--- config.mk ---
export PLATFORM = sky130hd
export DESIGN_NAME = pattern_detector
export DESIGN_NICKNAME = d
export VERILOG_FILES = /design/src/rtl/pattern_detector_pkg.sv /design/src/rtl/sat_counter.sv /design/src/rtl/pattern_detector.sv
export SDC_FILE = /design/constraint.sdc
export NUM_CORES = 1
export LEC_CHECK = 0
export CORE_MARGIN = 2
export CORE_UTILIZATION = 40
export CTS_CLUSTER_DIAMETER = 100
export DETAILED_ROUTE_END_ITERATION = 16
export GPL_ROUTABILITY_DRIVEN = 0
export PLACE_DENSITY = 0.67
export REMOVE_ABC_BUFFERS = 1
export SLEW_MARGIN = 0
export SYNTH_ARGS = -nofsm -noshare
export SYNTH_HDL_FRONTEND = slang
export SYNTH_SLANG_ARGS = --single-unit
export TNS_END_PERCENT = 10
--- constraint.sdc ---
create_clock -name clk -period 1.9 [get_ports clk]
set_input_delay 0.19 -clock clk [delete_from_list [all_inputs] [get_ports clk]]
set_output_delay 0.19 -clock clk [all_outputs]
set_load 0.05 [all_outputs]
--- src/rtl/pattern_detector_pkg.sv ---
// Shared constants and helpers for the serial pattern detector.
package pattern_detector_pkg;

  localparam bit MODE_OVERLAP    = 1'b1;
  localparam bit MODE_NONOVERLAP = 1'b0;

  function automatic int fill_w(input int n);
    return $clog2(n + 1);
  endfunction

endpackage

--- src/rtl/sat_counter.sv ---
// Saturating up-counter with synchronous active-high reset.
module sat_counter #(
  parameter int W = 8
) (
  input  logic         clk,
  input  logic         Reset,
  input  logic         inc,
  output logic [W-1:0] q
);

  always_ff @(posedge clk) begin
    if (Reset)
      q <= '0;
    else if (inc && (q != '1))
      q <= q + W'(1);
  end

endmodule

--- src/rtl/pattern_detector.sv ---
// Parametrised Moore serial pattern detector with
// overlap/non-overlap modes and a saturating match counter.
module pattern_detector
  import pattern_detector_pkg::*;
#(
  parameter int             N       = 4,
  parameter logic [N-1:0]   PATTERN = 4'b1011,
  parameter bit             OVERLAP = MODE_OVERLAP,
  parameter int             CNT_W   = 8
) (
  input  logic             clk,
  input  logic             Reset,
  input  logic             en,
  input  logic             w,
  output logic             z,
  output logic [CNT_W-1:0] count
);

  localparam int FW = fill_w(N);
  localparam logic [FW-1:0] FULL = FW'(N);

  logic [N-1:0]  hist;
  logic [N-1:0]  hist_next;
  logic [FW-1:0] fill;
  logic [FW-1:0] fill_next;
  logic          match;

  always_comb begin
    hist_next = {hist[N-2:0], w};
    fill_next = (fill == FULL) ? fill : fill + FW'(1);
    match     = en && (fill_next == FULL) && (hist_next == PATTERN);
  end

  // fill gates every match, so clearing it alone restarts detection
  always_ff @(posedge clk) begin
    if (Reset) begin
      hist <= '0;
      fill <= '0;
      z    <= 1'b0;
    end else begin
      z <= match;
      if (en) begin
        hist <= hist_next;
        if (match && (OVERLAP == MODE_NONOVERLAP))
          fill <= '0;
        else
          fill <= fill_next;
      end
    end
  end

  sat_counter #(
    .W(CNT_W)
  ) u_cnt (
    .clk  (clk),
    .Reset(Reset),
    .inc  (match),
    .q    (count)
  );

endmodule

==> results of run 1 <==
## worst max-delay path, cell delays in order (launching register included)
cell	delay, ps
dfxtp_2	340
inv_2	40
ha_4	220
and2b_1	180
mux2i_1	80
or4b_4	530
or3_1	330
a21oi_1	150
## registers in the layout, indices dropped and copies added (netlist names)
name,cells
u_cnt.q,8
fill,3
hist,3
z,1
## routing by layer
| metal | routed length [µm] | track usage (%) |
|---|---|---|
| met5 | 0 | 0 |
| met4 | 17 | 7.429 |
| met3 | 46 | 2.353 |
| met2 | 695 | 25.83 |
| met1 | 696 | 20.34 |
## per-stage QoR
step                hold slack, ps  power, µW  cell area, µm²  std cells
floorplan                    259.1      362.1           694.4         77
global placement             483.0      397.0           918.4        117
detailed placement           487.0      398.5           918.4        117
CTS                          508.6      587.3           962.2        121
global route                 531.8      618.2            1007        124
finish                       510.0      585.3            1007        124
## cells by family (layout without fill, tap and decap cells)
group / Yosys count / count (layout) / share of synthesized area (%)
mux: 5 / 5 / 7.055
xor+xnor: 3 / 3 / 3.704
compound gates: 13 / 13 / 11.64
flops: 15 / 15 / 42.33
buf+inv: 7 / 34 / 4.233
fa+ha+maj: 3 / 3 / 5.292
simple gates: 34 / 34 / 25.75
## report_power, final
part	leakage, µW	switching (µW)	internal [µW]
clock	0.0000150	102	81.4
combinational	0.000250	35.2	40.6
sequential	0.000122	4.39	322
## layout make-up
class / instances / share of cell area (%)
flip-flops and latches: 15 / 30.06
well taps: 17 / 2.112
clock buffers: 4 / 2.609
multi-input cells: 58 / 40.99
inverters: 4 / 1.491
repair buffers: 26 / 22.73
## what timing repair did
action,CTS,global route
pin swaps,5,5
resized for setup,6,3
buffers inserted,0,3
endpoints found under the setup margin,6,7
## worst min path at each step
stage	startpoint	to	slack, ps	cells after the start
3_3_place_gp	hist[2]	hist[2]	480	2
5_1_grt	hist[2]	hist[2]	530	2
6_report	hist[2]	hist[2]	510	2
4_1_cts	hist[2]	hist[2]	510	2
3_5_place_dp	hist[2]	hist[2]	490	2
2_1_floorplan	Reset	fill[1]	260	1
## placed cells by master, fill, tap and decap left out, types with 2 or more instances in the layout
master	instances
nor2_1	13
or3_1	2
inv_1	2
o21ai_0	2
xnor2_1	2
nand3_1	4
inv_2	2
ha_4	2
mux2i_1	5
dfxtp_1	13
dfxtp_2	2
clkdlybuf4s50_1	12
nand2_1	5
a21oi_1	6
buf_4	13
clkbuf_4	3
==> results by group, run 1 <==
Status
  – Status: finished with violations
  – Violated checks: negative setup slack

Yosys
  – Post-synth top flop: dfxtp_1
  – Post-synth EDFFs: 0
  – Most frequent cells after synthesis: dfxtp_1 (15), nor2_1 (13), a21oi_1 (6)
  – Main area contributors after synthesis: dfxtp_1 (42%), mux2i_1 (7.1%), nor2_1 (6.9%)
  – Gate Count Post-Synth: 80
  – Syn avg cell area: 8.868 µm²
  – Yosys top cell by area: dfxtp_1
  – Register area share after synthesis: around 42%
  – Ys Warns: 0
  – Async SR Flop Fraction: 0%
  – Synthesized flop and latch total: 15
  – Top-count cell post-synth: dfxtp_1
  – Area share of the largest cell type after synthesis: 42.33%
  – Post-Syn Area: 709.4 µm²
  – Yosys cell types: 29

Route
  – Vias/cell: between 5 and 6
  – Initial DRC Count: 4
  – Via count: 653
  – Residual DRC: 0
  – Total Wirelength: 1455 µm
  – Antenna-violating nets left: 0
  – Average wire per standard cell: around 12 µm
  – First-pass DRT Iterations: 4

GRT
  – Global route overflow: 0
  – Largest net degree at the start of global routing: 11
  – Initial antenna violation count: 0
  – Vias in the first global route: 568
  – First-pass GRT wire length: 2421 µm
  – GRT Util Overall: 15.83%

Floorplan
  – Die area: 0.002127 mm²
  – Die X: around 46 µm
  – Initial Util: between 40% and 50%
  – CORE AREA: 0.001689 mm²
  – IO Pins: 13
  – Cell Rows: 15
  – Die H: about 46 µm

Worst setup path
  – Crit path launch type: flop
  – R2R Path Start: fill[1]
  – Critical Path AT: 2160 ps
  – CP required: 2110 ps
  – Critical R2R Capture: u_cnt.q[7]
  – FF-to-FF setup slack: -50 ps
  – Crit Path Max Fanout: 4
  – Worst R2R Path Depth: 7
  – Setup crit end kind: flop
  – Crit path capture: u_cnt.q[7]
  – Worst Setup Path Type: flop to flop
  – Worst setup path start: fill[1]

Timing
  – Max frequency: 0.5122 GHz
  – Slew margin rel.: 66.61%
  – Final worst clock skew: 4.108 ps
  – Minimum clock period: 1952 ps
  – Final WS setup: -52.34 ps
  – Worst slew pin tran: 499.3 ps
  – Final hold viol count: 0
  – Final setup TNS: -68.59 ps
  – Final worst path period share: 102.8%
  – Slew Viols, Final: 0
  – RSZ-0062 raised after global routing: true
  – Final setup fails: 2

Power and ir drop
  – Worst IR Drop VDD: roughly 0.37 mV
  – Leakage power: 0.0003875 µW
  – P per Cell Area: ~580 mW/mm²

CTS
  – Total CTS buffers: 3
  – H-tree depth: 1
  – Clk buf depth: 2
  – Clk_lat worst skew: between 200 and 300 ps
  – CTS tree: yes
  – Clk pin slew, worst setup/hold paths: 90 ps
  – Clk root buf: clkbuf_4
  – CTS sink count: 15
  – Hold_buf cts: 0

Cells and area
  – Antenna Cells: 0
  – Reg area: 302.8 µm²
  – Multi-input gate area: 412.9 µm²
  – Synthesis-to-finish area growth: 41.98%
  – Fin util: 59.63%
  – Fillers: ~150
  – Nets@finish: 115
  – Layout cells sized above 1: 24.30%

Placement
  – Dpl hpwl: approximately 1000 µm
  – PortBufs: 12
  – Post-place setup slack: -127.5 ps

Min path
  – Hold/Removal Path Class: flop to flop

Run
  – Max cap viols: 0
No activity file was read; power rests on OpenSTA's default activity.
==> run 2: changes to the inputs <==
--- a/config.mk
+++ b/config.mk
@@ -10,7 +10,7 @@
 export CTS_CLUSTER_DIAMETER = 100
 export DETAILED_ROUTE_END_ITERATION = 16
 export GPL_ROUTABILITY_DRIVEN = 0
-export PLACE_DENSITY = 0.67
+export PLACE_DENSITY_LB_ADDON = 0.25
 export REMOVE_ABC_BUFFERS = 1
 export SLEW_MARGIN = 0
 export SYNTH_ARGS = -nofsm -noshare
==> results by group, run 2 (same netlist as run 1, synthesis figures left out) <==
Worst setup path
  – CP required: 2110 ps
  – Crit Path Max Fanout: 4
  – Worst Setup Path Type: flop to flop
  – Crit path launch type: flop
  – Setup crit end kind: flop
  – Critical Path AT: ~2100 ps
  – Worst R2R Path Depth: 7
  – Slowest cell delay on critical path: 500 ps
  – Slowest CP cell: or4b_4
  – CP Cell Sequence: inv_2 -> ha_4 -> and2b_1 -> mux2i_1 -> or4b_4 -> or3_4 -> a21oi_2

Cells and area
  – Fin util: 59.04%
  – Fillers: 150
  – Largest regs: u_cnt.q: 8 flops, fill: 3 flops, hist: 3 flops
  – Most frequent cells in the layout: nor2_1 (13), dfxtp_1 (13), clkdlybuf4s50_1 (12)
  – Layout cells sized above 1: 25.00%
  – Finished Layout Cells: 121
  – Antenna Cells: 0
  – Nets@finish: approximately 110
  – Synthesis-to-finish area growth: 40.56%
  – Top reg by flops: u_cnt.q
  – Max FFs per register: 8

GRT
  – Initial antenna violation count: 0
  – Largest net degree at the start of global routing: 12
  – First-pass GRT wire length: 2270 µm
  – GRT Util Overall: between 15 and 20%
  – Vias in the first global route: 575
  – Global route overflow: 0

Power and ir drop
  – P per Cell Area: 580.1 mW/mm²
  – Worst IR Drop VDD: 0.4377 mV
  – Leakage power: about 0.00037 µW

Floorplan
  – CORE AREA: 0.001689 mm²
  – Die area: 0.002127 mm²
  – Initial Util: between 40% and 50%
  – Die H: 46.12 µm
  – Die X: 46.12 µm
  – Cell Rows: 15
  – IO Pins: 13

Placement
  – Dpl hpwl: approximately 1000 µm
  – PortBufs: 12
  – Cells after DPL: 116

Run
  – Max cap viols: 0

Timing
  – Worst slew pin tran: 504.8 ps
  – Slew margin rel.: about two thirds
  – Final setup TNS: -13.77 ps
  – Final WS setup: -13.77 ps
  – Final worst path period share: 100.7%
  – Max frequency: 0.5225 GHz
  – Final setup fails: 1
  – RSZ-0062 raised after global routing: true
  – Minimum clock period: about 1900 ps
  – Final hold viol count: 0
  – Final worst clock skew: approximately 9.8 ps
  – Slew Viols, Final: 0

Route
  – Residual DRC: 0
  – Vias/cell: roughly 5.2
  – Average wire per standard cell: 11.31 µm
  – Total Wirelength: 1368 µm
  – First-pass DRT Iterations: 4
  – Initial DRC Count: 12
  – Antenna-violating nets left: 0
  – Via count: around 630

CTS
  – Total CTS buffers: 3
  – Clk_lat worst skew: 280 ps
  – CTS sink count: 15
  – CTS tree: yes
  – Clk root buf: clkbuf_4
  – Clk pin slew, worst setup/hold paths: about 90 ps
  – Hold_buf cts: 0
  – H-tree depth: 1
  – Clk buf depth: 2

Min path
  – Hold/Removal Path Class: flop to flop
  – Hold path depth: 2

Status
  – Violated checks: negative setup slack
  – Status: finished with violations
run 2: changes by cell type in the layout (fill, tap and decap cells not counted), sizes merged:
cell	change
buf	-3
run 2: repair_timing:
item / CTS / global route
buffers inserted: 0 / 1
pin swaps: 6 / 1
gates resized for setup: 8 / 5
setup endpoints to repair: 6 / 5
run 2: per-stage QoR:
stage                     hold WS [ps]  total power, µW  worst slack, ps  area, µm²
after floorplan                  259.1            362.1           -189.6      694.4
after global placement           481.0            397.7           -79.30      910.9
after detailed placement         491.4            399.4           -162.2      910.9
after CTS                        511.1            585.8           -36.96      964.7
after global routing             561.5            613.6           -74.79      997.2
final                            501.9            578.4           -13.77      997.2
run 2: report_power, final:
group | internal [µW] | leakage (µW) | switching (µW) | total, µW
Combinational | 41.2 | 0.000237 | 35.5 | 76.7
Clock | 81.3 | 0.0000150 | 93.8 | 175
Sequential | 322 | 0.000122 | 4.80 | 327
run 2: critical path: cells and delay by family (launching register included):
family          cells  cell delay [ps]
simple gates        3             1060
buf+inv             1               40
fa+ha+maj           1              220
flops               1              340
mux                 1               80
compound gates      1              110
run 2: layout make-up:
type / instances / area, µm² / area share (%)
Inverter: 4 / 15.01 / 1.506
Tap cell: 17 / 21.27 / 2.133
Sequential cell: 15 / 302.8 / 30.36
Timing Repair Buffer: 23 / 206.4 / 20.70
Multi-Input combinational cell: 58 / 425.4 / 42.66
Clock buffer: 4 / 26.28 / 2.635
run 2: metal layers:
metal	global-route usage [%]	routed length, µm	vias up
met5	0	0	-
met3	4.706	29	2
met2	23.89	668	7
met1	18.36	658	292
li1	-	-	330
met4	8.571	12	0
run 2: worst paths after layout:
kind	to	slack, ps	from
worst min-delay path	hist[2]	500	hist[2]
worst min register to register	hist[2]	500	hist[2]
worst max register to register	u_cnt.q[5]	-10	fill[1]
worst max-delay path	u_cnt.q[5]	-10	fill[1]
